==> src/rtl/param_serializer_if.sv <==
// param_serializer_if: word handshake and serial stream bundle; SER_PARITY_EN adds par_type/par_bit
interface param_serializer_if #(parameter int DATA_WIDTH = 8);
  logic [DATA_WIDTH-1:0] p_data;
  logic data_valid;
  logic data_ready;
  logic ser_en;
  logic abort;
  logic ser_data;
  logic ser_done;
  logic busy;
`ifdef SER_PARITY_EN
  logic par_type;
  logic par_bit;
  modport master(output p_data, data_valid, ser_en, abort, par_type,
                 input data_ready, ser_data, ser_done, busy, par_bit);
  modport slave(input p_data, data_valid, ser_en, abort, par_type,
                output data_ready, ser_data, ser_done, busy, par_bit);
`else
  modport master(output p_data, data_valid, ser_en, abort,
                 input data_ready, ser_data, ser_done, busy);
  modport slave(input p_data, data_valid, ser_en, abort,
                output data_ready, ser_data, ser_done, busy);
`endif
endinterface

==> src/rtl/param_serializer.sv <==
// param_serializer: parallel-to-serial shifter with one-word holding buffer; SER_PARITY_EN adds parity output
module param_serializer #(
  parameter int DATA_WIDTH = 8,
  parameter bit MSB_FIRST = 1'b0,
  parameter logic SER_IDLE = 1'b0
) (
  input logic clk,
  input logic rst,
  param_serializer_if.slave bus
);
  localparam int CW = $clog2(DATA_WIDTH + 1);
  typedef enum logic [1:0] {IDLE, SHIFT, DONE} state_t;
  state_t state, state_n;
  logic [DATA_WIDTH-1:0] hold, shr;
  logic [CW-1:0] cnt;
  logic hold_valid, ser_data, load, shift;
  assign load = state == IDLE && hold_valid;
  assign shift = state == SHIFT && bus.ser_en;
  assign bus.data_ready = rst || !hold_valid;
  assign bus.busy = !rst && (state != IDLE || hold_valid);
  assign bus.ser_done = state == DONE;
  assign bus.ser_data = ser_data;
  // state register; reset and abort both return to IDLE
  always_ff @(posedge clk) state <= (rst || bus.abort) ? IDLE : state_n;
  // next state: load from the buffer, shift DATA_WIDTH enabled bits, linger in DONE while enabled
  always_comb begin
    state_n = state;
    case (state)
      IDLE: state_n = hold_valid ? SHIFT : IDLE;
      SHIFT: state_n = (bus.ser_en && cnt == CW'(DATA_WIDTH - 1)) ? DONE : SHIFT;
      DONE: state_n = bus.ser_en ? DONE : IDLE;
      default: state_n = IDLE;
    endcase
  end
  // holding buffer, shift register, bit counter and registered serial output
  always_ff @(posedge clk) begin
    if (rst || bus.abort) begin
      hold <= '0;
      hold_valid <= 1'b0;
      shr <= '0;
      cnt <= '0;
      ser_data <= SER_IDLE;
    end else begin
      if (load) begin
        shr <= hold;
        hold_valid <= 1'b0;
        cnt <= '0;
      end else if (bus.data_valid && !hold_valid) begin
        hold <= bus.p_data;
        hold_valid <= 1'b1;
      end
      if (shift) begin
        ser_data <= MSB_FIRST ? shr[DATA_WIDTH-1] : shr[0];
        shr <= MSB_FIRST ? shr << 1 : shr >> 1;
        cnt <= cnt + CW'(1);
      end
    end
  end
`ifdef SER_PARITY_EN
  logic par_bit;
  assign bus.par_bit = par_bit;
  // parity of the word captured on load, stable until the next load
  always_ff @(posedge clk) par_bit <= (rst || bus.abort) ? 1'b0 : load ? ^hold ^ bus.par_type : par_bit;
`endif
endmodule

==> src/flat_wrapper.sv <==
// flat-port wrapper written by rule: the top's interface ports become plain ports
module param_serializer_flat 
#(
  parameter int DATA_WIDTH = 8,
  parameter bit MSB_FIRST = 1'b0,
  parameter logic SER_IDLE = 1'b0
)
  (clk, rst, bus_p_data, bus_data_valid, bus_ser_en, bus_abort, bus_data_ready, bus_ser_data, bus_ser_done, bus_busy);
  param_serializer_if #(.DATA_WIDTH(DATA_WIDTH)) bus_i ();
  input logic clk;
  input logic rst;
  input wire logic [$bits(bus_i.p_data)-1:0] bus_p_data;
  input wire logic [$bits(bus_i.data_valid)-1:0] bus_data_valid;
  input wire logic [$bits(bus_i.ser_en)-1:0] bus_ser_en;
  input wire logic [$bits(bus_i.abort)-1:0] bus_abort;
  output wire logic [$bits(bus_i.data_ready)-1:0] bus_data_ready;
  output wire logic [$bits(bus_i.ser_data)-1:0] bus_ser_data;
  output wire logic [$bits(bus_i.ser_done)-1:0] bus_ser_done;
  output wire logic [$bits(bus_i.busy)-1:0] bus_busy;
  assign bus_i.p_data = bus_p_data;
  assign bus_i.data_valid = bus_data_valid;
  assign bus_i.ser_en = bus_ser_en;
  assign bus_i.abort = bus_abort;
  assign bus_data_ready = bus_i.data_ready;
  assign bus_ser_data = bus_i.ser_data;
  assign bus_ser_done = bus_i.ser_done;
  assign bus_busy = bus_i.busy;
  param_serializer #(.DATA_WIDTH(DATA_WIDTH), .MSB_FIRST(MSB_FIRST), .SER_IDLE(SER_IDLE)) u_core (.clk(clk), .rst(rst), .bus(bus_i));
endmodule
==> config.mk <==
export PLATFORM = sky130hd
export DESIGN_NAME = param_serializer_flat
export DESIGN_NICKNAME = d
export VERILOG_FILES = /design/src/rtl/param_serializer_if.sv /design/src/rtl/param_serializer.sv /design/src/flat_wrapper.sv
export SDC_FILE = /design/constraint.sdc
export NUM_CORES = 1
export LEC_CHECK = 0
export BUFFER_PORTS_ARGS = -buffer_cell sky130_fd_sc_hd__buf_2
export CORE_MARGIN = 1
export CORE_UTILIZATION = 55
export DETAILED_ROUTE_END_ITERATION = 10
export GPL_TIMING_DRIVEN = 0
export HOLD_SLACK_MARGIN = 0.12
export PLACE_DENSITY_LB_ADDON = 0.12
export SLEW_MARGIN = 15
export SYNTH_ARGS = -nofsm -noshare
export SYNTH_HDL_FRONTEND = slang
export SYNTH_SLANG_ARGS = --single-unit
==> constraint.sdc <==
create_clock -name clk -period 2.8 [get_ports clk]
set_clock_uncertainty 0.15 [all_clocks]
set_input_delay 0.28 -clock clk [delete_from_list [all_inputs] [get_ports clk]]
set_output_delay 0.28 -clock clk [all_outputs]
set_load 0.01 [all_outputs]
Yosys cells after proc, flatten, opt, wreduce, memory -nomap -nowiden
Cells that the tools add are included.
W data, S select, Z words.
- flip-flop bits (word level): 24
- input port bits: 13
- logic and storage cells: 36
- add/subtract/negate cells: 1
- equality and inequality tests: 3
- mux-type cells: 8
- bitwise operators: 1
- reductions and logical operators: 16
- operators by type and width (kind ; number):
    $mux W7 ; 2
    $mux W4 ; 2
    $pmux W2 S3 ; 1
    $logic_and A1 B1 Y1 ; 5
    $add A4 B1 Y4 const B ; 1
    $eq A4 B3 Y1 const B ; 1
    $mux W2 ; 2
    $reduce_bool A2 Y1 ; 2
    $reduce_or A2 Y1 ; 2
    $logic_or A1 B1 Y1 ; 3
    $eq A2 B1 Y1 const B ; 1
    $eq A2 B2 Y1 const B ; 1
    $logic_not A1 Y1 ; 2
    $logic_not A2 Y1 ; 1
    $reduce_and A2 Y1 ; 1
    $mux W1 ; 1
    $not A1 Y1 ; 1

Logic depth before layout (Yosys ltp)
Gate-level depths: netlist (run 1).
- word-level depth: 4
- depth in mapped cells: 5

Worst setup path before layout (run 1)
OpenSTA, ideal clock, no wires.
- path kind: register to register
- start: reg u_core.state[1]
- end: reg u_core.cnt[3]
- setup time: 0.125 ns
- arrival: 1.067 ns
- required time: 2.525 ns
- setup slack: 1.458 ns
- stages on the path, launching flop included: 6
- buffers on the path: 2
- clock period less this slack: 1.342 ns
- path through: dfxtp_1 > buf_6 > and3b_1 > buf_6 > a2111oi_4 > nor3b_1
- word-level cells in the longest chain between the ends: 3
- ends and longest elaborated chain (element ; RTL line ; RTL):
    start: declaration ; param_serializer.sv:13 ; state_t state, state_n;
    start signal: assignment ; param_serializer.sv:24 ; always_ff @(posedge clk) state <= (rst || bus.abort) ? IDLE : state_n;
    $eq A2 B1 Y1 or $logic_not A2 Y1 (tied branches) ; param_serializer.sv:18, param_serializer.sv:17 ;
    $logic_and A1 B1 Y1 (on tied branches) ; param_serializer.sv:18, param_serializer.sv:17 ;
    $mux W4 or $reduce_bool A2 Y1 (tied branches) ; -- ;
    end signal: assignment ; param_serializer.sv:55 ; cnt <= cnt + CW'(1);
    end: declaration ; param_serializer.sv:15 ; logic [CW-1:0] cnt;
Several ways; a longest one is shown, not always the timed one.
A chain may end at the register's enable or synchronous reset.

Worst setup path after layout (run 1)
- start: in bus_data_valid
- end: reg u_core.hold[1]
- word-level cells in the longest chain between the ends: 2
- ends and longest elaborated chain (element ; RTL line ; RTL):
    start: declaration ; flat_wrapper.sv:13 ; input wire logic [$bits(bus_i.data_valid)-1:0] bus_data_valid;
    $logic_and A1 B1 Y1 ; param_serializer.sv:48 ; end else if (bus.data_valid && !hold_valid) begin
    $reduce_and A2 Y1 (no line) ; -- ;
    end signal: assignment ; param_serializer.sv:49 ; hold <= bus.p_data;
    end: declaration ; param_serializer.sv:14 ; logic [DATA_WIDTH-1:0] hold, shr;
No other way between the ends.

==> flow_metrics.env, run 1 <==
export IMPL_wl_met1_um=988
export IMPL_fmax_mhz=632
export IMPL_cpMostUsedCell="buf_2"
export IMPL_slew_headroom_pct=69.8
export IMPL_p_int_w=0.000530
export IMPL_overflow=0
export IMPL_timing_hold_ws_ps=124
export IMPL_synth_largest_area_cell="dfxtp_1"
export IMPL_gp_congestion=0.783
export IMPL_synth_edf_count=0
export IMPL_detail_route_iter0_violations=16
export IMPL_drt_wirelength_per_cell_um=13.3
export IMPL_p_switching_w=0.000143
export IMPL_critPathArrivalTime_ps=1640
export IMPL_maxCapViolations=0
export IMPL_synth_xor_area_share_pct=0
export IMPL_die_h_um=46.8
export IMPL_cts_tree="built"
export IMPL_coreArea_sq_mm=0.00180
export IMPL_synthCells=109
export IMPL_async_reset_ff_share_pct=0
export IMPL_numCtsBuffers=3
export IMPL_post_route_drc_count=0
export IMPL_crit_path_end_kind="register"
export IMPL_setup_slack_ps=1220
export IMPL_critPathTopFamily="buffers and inverters"
export IMPL_drive_gt1_share_pct=23.9
export IMPL_rows=15
export IMPL_grt_max_degree=15
export IMPL_nets=153
export IMPL_route_met3_wl_um=68
export IMPL_post_cts_buffers=0
export IMPL_setup_viol=0
export IMPL_synth_top_family_by_area="multiplexers"
export IMPL_viasPerCell=5.49
export IMPL_root_buffer="clkbuf_4"
export IMPL_syn_area_per_cell_sq_um=10.1
export IMPL_place_ws_ps=1220
export IMPL_ant_nets=0
export IMPL_cp_max_fo=8
export IMPL_wl_met2_um=1090
export IMPL_synth_nets=123
export IMPL_synth_fa_ha_area_share_pct=1.14
export IMPL_synth_common_cells="24 x dfxtp_1, 16 x mux2i_1, 12 x nor2_1, 11 x a21oi_1, 7 x a211oi_1"
export IMPL_p_comb_share_pct=10.5
export IMPL_routed_wl_um=2170
export IMPL_swShare_pct=21.3
export IMPL_power_w=0.000673
export IMPL_hold_viol=0
export IMPL_drv_slew=0
export IMPL_vias=895
export IMPL_yosys_area_share_simple_pct=15.7
export IMPL_cts_resized=0
export IMPL_crit_path_start_kind="input pin"
export IMPL_route_top_layer_used="met4"
export IMPL_synth_compound_area_share_pct=16.5
export IMPL_die_width_um=46.8
export IMPL_clk_pin_slew_worst_paths_ps=140
export IMPL_rsz0062_at_grt="false"
export IMPL_min_period_ps=1580
export IMPL_n_antenna_cell=0
export IMPL_p_seq_share_pct=52.7
export IMPL_dp_hpwl_um=1470
export IMPL_hold_class="in2reg"
export IMPL_cts_hold_buf=9
export IMPL_synth_top_flop_cell="dfxtp_1"
export IMPL_crit_buf_inv=3
export IMPL_syn_area_sq_mm=0.00110
export IMPL_dieArea_sq_mm=0.00219
export IMPL_clk_latency_ps=320
export IMPL_ys_warn_count=0
export IMPL_peakVddDrop_mv=0.320
export IMPL_grt_pass1_vias=830
export IMPL_clk_path_buf_depth=2
export IMPL_outcome="complete, no violations"
export IMPL_crit_chain="dlygate4sd3_1, buf_2, nor2b_1, buf_2, mux2i_1, nor2_1"
export IMPL_ctsHtreeMaxLevel=1
export IMPL_pin_count=17
export IMPL_synth_mux_area_share_pct=16.8
export IMPL_grt_pass1_wl_um=3470
export IMPL_cts_sinks=24
export IMPL_fin_crit_sh_pct=56.5
export IMPL_worstMarginPinSlew_ps=453
export IMPL_start_util_pct=61.2
export IMPL_portBuffers=16
export IMPL_synth_most_common_cell="dfxtp_1"
export IMPL_worst_path_max_delay_cell="dlygate4sd3_1"
export IMPL_synth_seq_cells=24
export IMPL_required_ps=2860
export IMPL_yosysSeqAreaShare_pct=43.6
export IMPL_syn_to_final_growth_pct=23.0
export IMPL_p_leak_nw=0.560
export IMPL_p_clk_share_pct=36.9
export IMPL_antenna_found_initial=0
export IMPL_slowest_delay_ps=530
export IMPL_drt_pass1_iter_count=4
export IMPL_yosys_top_cells_area="dfxtp_1 44%, mux2i_1 15%, a21oi_1 5.0%"
export IMPL_ys_types=29
export IMPL_power_per_cell_area_mw_per_mm2=496
export IMPL_grt_use_total_pct=22.6
export IMPL_synth_top_area_share_pct=43.6
export IMPL_critical_path_class="in2reg"
export IMPL_setup_tns_ps=0
sequential cells by signal, summed over array words and instances (netlist names):
signal               flops
u_core.shr               8
u_core.hold              8
u_core.hold_valid        1
u_core.state             2
u_core.bus.ser_data      1
u_core.cnt               4
power by group through the flow:
stage          combinational (W)  clock (W)  sequential (W)
2_1_floorplan          0.0000417          0        0.000361
3_3_place_gp           0.0000577          0        0.000362
3_5_place_dp           0.0000605          0        0.000362
4_1_cts                0.0000702   0.000250        0.000355
5_1_grt                0.0000772   0.000261        0.000356
6_report               0.0000704   0.000248        0.000355
logic make-up after synthesis:
family | after synthesis
AO/OA/AOI/OAI | 24
adder cells (fa/ha/maj) | 1
buffers and inverters | 10
flip-flops | 24
multiplexers | 18
AND/OR/NAND/NOR | 32
path summary, 6_finish.rpt:
kind,startpoint,end,slack [ps],depth (start not counted)
max reg2reg,u_core.state[1]$_SDFF_PP0_,u_core.cnt[3]$_SDFFE_PP0P_,1340,5
min reg2reg,u_core.shr[0]$_SDFFE_PP0P_,u_core.bus.ser_data$_SDFFE_PP0P_,320,2
min,bus_ser_en,u_core.state[1]$_SDFF_PP0_,120,2
max,bus_data_valid,u_core.hold[1]$_SDFFE_PP0P_,1220,6
layer usage:
layer  vias up  GRT usage (%)
li1        448              -
met2        20           44.2
met4         0           8.57
met3         4           2.31
met1       423           24.7
met5         -              0
cells in the final DEF, fill, tap and decap left out, types with 3 or more instances in the layout:
cell           synthesis  routed
dfxtp_1               24      24
mux2i_1               16      16
dlygate4sd3_1          0       9
clkbuf_4               0       3
nor3_1                 3       3
a21oi_1               11      11
buf_6                  4       4
nand2_1                3       3
nor2_1                12      12
buf_2                  2      18
nor2b_1                3       3
a211oi_1               7       7
per-stage QoR:
step / cells / area [sq um] / util [%]
global route: 163 / 1360 / 75.3
CTS: 163 / 1360 / 75.3
detailed placement: 150 / 1210 / 67.4
finish: 163 / 1360 / 75.3
floorplan: 109 / 1100 / -
global placement: 150 / 1210 / 67.4
cell type report:
class | count | area, sq um
Buffer | 8 | 62.6
Clock buffer | 3 | 22.5
Clock inverter | 1 | 30.0
Fill cell | 138 | 445
Inverter | 2 | 7.51
Multi-Input combinational cell | 75 | 552
Sequential cell | 24 | 480
Tap cell | 25 | 31.3
Timing Repair Buffer | 25 | 170
No activity file was read; power rests on OpenSTA's default activity.
==> run 2: changes to the inputs <==
ABC_AREA = 1   (was not set)
CORE_UTILIZATION = 49   (was 55)
clock period = 1.3 ns   (was 2.8 ns; I/O delays follow)
==> flow_metrics.env, run 2 <==
export IMPL_clk_latency_ps=310
export IMPL_grt_use_met3_pct=3.64
export IMPL_grt_pass1_wl_um=4550
export IMPL_crit_path_start_kind="register"
export IMPL_grt_pass1_vias=1047
export IMPL_crit_chain="buf_8, buf_4, nand3_2, nand2_1, nand2_1, nand2_1, a21oi_2"
export IMPL_synth_top_area_share_pct=41.5
export IMPL_coreArea_sq_mm=0.00221
export IMPL_setup_slack_ps=-37.8
export IMPL_start_util_pct=52.3
export IMPL_synth_largest_area_cell="dfxtp_1"
export IMPL_synth_nets=161
export IMPL_vias=1137
export IMPL_hold_viol=0
export IMPL_die_h_um=50.6
export IMPL_setup_viol=4
export IMPL_worstMarginPinSlew_ps=304
export IMPL_violations="negative setup slack"
export IMPL_nets=203
export IMPL_synth_common_cells="37 x nand2_1, 24 x dfxtp_1, 21 x nor2_1, 9 x a21oi_2, 9 x o21ai_0"
export IMPL_grtUsageMet2_pct=43.1
export IMPL_antenna_found_initial=0
export IMPL_synth_top_flop_cell="dfxtp_1"
export IMPL_ys_types=23
export IMPL_synth_most_common_cell="nand2_1"
export IMPL_grt_use_total_pct=23.8
export IMPL_grt_busiest_layer="met2"
export IMPL_syn_area_sq_mm=0.00116
export IMPL_cp_max_fo=6
export IMPL_clk_path_buf_depth=2
export IMPL_clk_pin_slew_worst_paths_ps=130
export IMPL_crit_path_end_kind="register"
export IMPL_power_per_cell_area_mw_per_mm2=835
export IMPL_yosys_top_cells_area="dfxtp_1 42%, nand2_1 12%, nand3_2 6.9%"
export IMPL_n_antenna_cell=0
export IMPL_slew_headroom_pct=79.8
export IMPL_die_width_um=50.6
export IMPL_grt_max_degree=14
export IMPL_yosysSeqAreaShare_pct=41.5
export IMPL_syn_area_per_cell_sq_um=7.87
export IMPL_drt_pass1_iter_count=4
export IMPL_pin_count=17
export IMPL_mostFrequentLayoutCell="nand2_1"
export IMPL_async_reset_ff_share_pct=0
export IMPL_cts_tree="built"
export IMPL_outcome="finished, violations left"
export IMPL_post_route_drc_count=0
export IMPL_cts_sinks=24
export IMPL_reg2reg_slack_ps=-40
export IMPL_fmax_mhz=748
export IMPL_maxCapViolations=0
export IMPL_detail_route_iter0_violations=41
export IMPL_fin_crit_sh_pct=103
export IMPL_synthCells=147
export IMPL_cts_hold_buf=15
export IMPL_num_fill_cells=178
export IMPL_peakVddDrop_mv=0.826
export IMPL_viasPerCell=5.26
export IMPL_setup_tns_ps=-97.9
export IMPL_overflow=0
export IMPL_ant_nets=0
export IMPL_timing_hold_ws_ps=103
export IMPL_syn_to_final_growth_pct=37.4
export IMPL_synth_seq_cells=24
export IMPL_final_cell_mix="36 x nand2_1, 19 x dfxtp_1, 17 x nor2_1, 14 x buf_2, 14 x dlygate4sd3_1"
export IMPL_gp_congestion=0.745
export IMPL_hold_class="in2reg"
export IMPL_critical_path_class="reg2reg"
export IMPL_globalRouteMet1Util_pct=27.3
export IMPL_slowest_delay_ps=390
export IMPL_dp_hpwl_um=1670
export IMPL_drv_slew=0
export IMPL_drive_gt1_share_pct=36.2
export IMPL_ctsHtreeMaxLevel=1
export IMPL_worst_path_max_delay_cell="dfxtp_4"
export IMPL_ys_warn_count=0
export IMPL_drt_wirelength_per_cell_um=13.2
export IMPL_required_ps=1370
export IMPL_rows=17
export IMPL_min_period_ps=1340
export IMPL_cpMostUsedCell="nand2_1"
export IMPL_portBuffers=15
export IMPL_numCtsBuffers=3
export IMPL_synth_edf_count=0
export IMPL_dieArea_sq_mm=0.00256
export IMPL_routed_wl_um=2840
export IMPL_critPathArrivalTime_ps=1400
export IMPL_rsz0062_at_grt="true"
export IMPL_top_regs="u_core.hold x8, u_core.shr x8, u_core.cnt x4"
export IMPL_root_buffer="clkbuf_4"
export IMPL_p_leak_nw=0.642
[run 2: cell count changes after synthesis, sizes merged, moves of 5 or more]
cell    delta
inv        +5
nor2       +8
nand3     +11
a211oi     -8
o21ai      +8
a21oi      +6
nand4      +8
nand2     +36
mux2i     -17
[run 2: routing by layer]
metal	vias to the layer above	share of wire, %
met4	0	2.3
li1	574	-
met5	-	0
met3	8	4.7
met1	516	41
met2	39	52
[run 2: cells by family (layout without fill, tap and decap cells)]
kind of cell	Yosys count	count (layout)	synth area share, %
AO/OA/AOI/OAI	27	27	14.6
adder cells (fa/ha/maj)	1	1	1.08
buffers and inverters	14	53	7.89
flip-flops	24	24	41.5
AND/OR/NAND/NOR	81	83	34.9
[run 2: final timing paths]
check / endpoint / depth (start not counted) / startpoint
max: u_core.shr[0]$_SDFFE_PP0P_ / 7 / u_core.state[0]$_SDFF_PP0_
min: u_core.hold[2]$_SDFFE_PP0P_ / 5 / bus_abort
min reg2reg: u_core.cnt[0]$_SDFFE_PP0P_ / 1 / u_core.cnt[0]$_SDFFE_PP0P_
max reg2reg: u_core.shr[0]$_SDFFE_PP0P_ / 7 / u_core.state[0]$_SDFF_PP0_
[run 2: power breakdown]
| part | switching [W] | internal (W) | total [W] |
|---|---|---|---|
| logic | 0.0000987 | 0.0000885 | 0.000187 |
| registers | 0.00000902 | 0.000745 | 0.000754 |
| clock network | 0.000215 | 0.000171 | 0.000386 |
[run 2: area by class of cell]
class	instances	area (sq um)	share of cell area (%)
tap	28	35.0	2.20
inverter	8	36.3	2.28
sequential	24	494	31.1
clock buffer	4	36.3	2.28
buffer	6	66.3	4.17
multi-input combinational	111	644	40.5
timing repair buffer	35	278	17.5
[run 2: timing repair]
item | in CTS | in global routing
resized for setup | 9 | 21
cloned | 0 | 2
hold endpoints to repair | 20 | 8
setup endpoints to repair | 8 | 27
setup buffers | 1 | 4
pin swaps | 1 | 4
[run 2: critical path: cells and delay by family, from the launching register on]
family                 cells  cell delay [ps]
AOI/OAI and AO/OA          1               60
buffers and inverters      2              260
DFF                        1              390
and+or+nand+nor            4              380
[run 2: stage by stage]
step | util [%] | cell area [sq um] | worst slack (ps) | power, W | instances
5_1_grt | 71.9 | 1590 | -80.9 | 0.00140 | 216
3_5_place_dp | 57.3 | 1270 | -5.30 | 0.000903 | 190
3_3_place_gp | 57.3 | 1270 | 2.37 | 0.000899 | 190
2_1_floorplan | - | 1160 | 138 | 0.000863 | 147
4_1_cts | 66.9 | 1480 | -36.8 | 0.00133 | 210
6_report | 71.9 | 1590 | -37.8 | 0.00133 | 216
==> run 3: changes to the inputs <==
GPL_TIMING_DRIVEN = not set   (was 0)
==> flow_metrics.env, run 3 (synthesis gave the netlist of run 2 again) <==
export IMPL_numCtsBuffers=3
export IMPL_num_fill_cells=135
export IMPL_grt_max_degree=14
export IMPL_reg2reg_slack_ps=0
export IMPL_final_cell_mix="37 x nand2_1, 21 x dfxtp_1, 19 x buf_4, 17 x nor2_1, 13 x buf_2"
export IMPL_antenna_found_initial=0
export IMPL_drive_gt1_share_pct=41.6
export IMPL_crit_path_end_kind="primary output"
export IMPL_cts_tree="built"
export IMPL_viasPerCell=5.40
export IMPL_grt_pass1_vias=1186
export IMPL_crit_path_start_kind="register"
export IMPL_slew_headroom_pct=85.0
export IMPL_hold_start="rst"
export IMPL_die_h_um=50.6
export IMPL_grt_pass1_wl_um=5090
export IMPL_violations="negative setup slack"
export IMPL_top_regs="u_core.hold x8, u_core.shr x8, u_core.cnt x4"
export IMPL_setup_viol=13
export IMPL_r2r_cells=7
export IMPL_outcome="finished, violations left"
export IMPL_rows=17
export IMPL_hold_class="in2reg"
export IMPL_clk_path_buf_depth=2
export IMPL_fin_crit_sh_pct=109
export IMPL_routed_wl_um=3500
export IMPL_coreArea_sq_mm=0.00221
export IMPL_critical_path_class="reg2out"
export IMPL_required_ps=1020
export IMPL_vias=1242
export IMPL_regArea_sq_um=489
export IMPL_min_path_cells=5
export IMPL_gp_congestion=0.774
export IMPL_dp_hpwl_um=1800
export IMPL_min_period_ps=1410
export IMPL_cts_sinks=24
export IMPL_critPathArrivalTime_ps=1130
export IMPL_p_leak_nw=0.702
export IMPL_multi_input_area_sq_um=649
export IMPL_r2r_start="u_core.state[1]$_SDFF_PP0_"
export IMPL_post_route_drc_count=0
export IMPL_ant_nets=0
export IMPL_nets=217
export IMPL_drv_slew=0
export IMPL_setup_slack_ps=-112
export IMPL_rsz0062_at_grt="true"
export IMPL_power_w=0.00139
export IMPL_critPathLaunch="u_core.state[1]$_SDFF_PP0_"
export IMPL_portBuffers=16
export IMPL_endpoint="bus_ser_done"
export IMPL_root_buffer="clkbuf_4"
export IMPL_syn_to_final_growth_pct=46.9
export IMPL_peakVddDrop_mv=0.686
export IMPL_fmax_mhz=708
export IMPL_final_util_pct=76.9
export IMPL_die_width_um=50.6
export IMPL_maxCapViolations=0
export IMPL_dieArea_sq_mm=0.00256
export IMPL_power_per_cell_area_mw_per_mm2=817
export IMPL_clk_pin_slew_worst_paths_ps=140
export IMPL_drt_wirelength_per_cell_um=15.2
export IMPL_start_util_pct=52.3
export IMPL_pin_count=17
export IMPL_detail_route_iter0_violations=61
export IMPL_mostFrequentLayoutCell="nand2_1"
export IMPL_n_antenna_cell=0
export IMPL_clk_latency_ps=330
export IMPL_ctsHtreeMaxLevel=1
export IMPL_drt_pass1_iter_count=4
export IMPL_grt_use_total_pct=27.4
export IMPL_hold_viol=0
export IMPL_cp_max_fo=2
export IMPL_worstMarginPinSlew_ps=225
export IMPL_r2r_end="u_core.shr[3]$_SDFFE_PP0P_"
export IMPL_overflow=0
run 3: repair_timing:
| action | in CTS | in global routing |
|---|---|---|
| hold endpoints to repair | 13 | 0 |
| hold buffers | 12 | 0 |
| gates cloned | 2 | 0 |
| buffers inserted | 8 | 5 |
| pin swaps | 4 | 7 |
| endpoints found under the setup margin | 14 | 20 |
| resized for setup | 17 | 19 |
run 3: power by group:
group	internal [W]	switching, W	total (W)
Clock	0.000172	0.000244	0.000415
Combinational	0.000105	0.000111	0.000216
Sequential	0.000747	0.0000103	0.000758
Total	0.00102	0.000365	0.00139
run 3: how the worst min path moves through the flow:
stage | to | slack (ps)
final | u_core.cnt[1]$_SDFFE_PP0P_ | 260
after global routing | u_core.cnt[1]$_SDFFE_PP0P_ | 300
after CTS | u_core.shr[7]$_SDFFE_PP0P_ | 320
after detailed placement | u_core.hold[5]$_SDFFE_PP0P_ | 230
after global placement | u_core.hold[5]$_SDFFE_PP0P_ | 220
after floorplan | u_core.hold[0]$_SDFFE_PP0P_ | 150
run 3: final cells by class:
type / instances / share of cell area, %
inverter: 8 / 2.13
multi-input combinational: 111 / 38.2
clock buffer: 4 / 2.13
timing repair buffer: 55 / 26.7
sequential: 24 / 28.8
tap: 28 / 2.06
run 3: layer usage:
metal  share of wire [%]  vias up  track usage, %  wire (um)
met5                   0        -               0          0
met2                  54       61            49.8       1900
met3                 5.3       14            4.55        186
met4                 3.7        0            18.5        128
li1                    -      602               -          -
met1                  37      565            28.4       1290
run 3: critical path, stage by stage, from the launching register on:
cell     delay (ps)
dfxtp_4         400
inv_2            50
buf_6           120
nor2_4          110
buf_6           120
run 3: through the flow:
stage | hold WS (ps) | area, sq um | setup TNS (ps) | worst slack, ps | instances
4_1_cts | 323 | 1610 | -218 | -102 | 225
3_3_place_gp | 224 | 1320 | 0 | 16.7 | 199
5_1_grt | 301 | 1700 | -2230 | -151 | 230
6_report | 256 | 1700 | -805 | -112 | 230
3_5_place_dp | 231 | 1320 | -72.8 | -24.3 | 199
2_1_floorplan | 147 | 1160 | 0 | 138 | 147
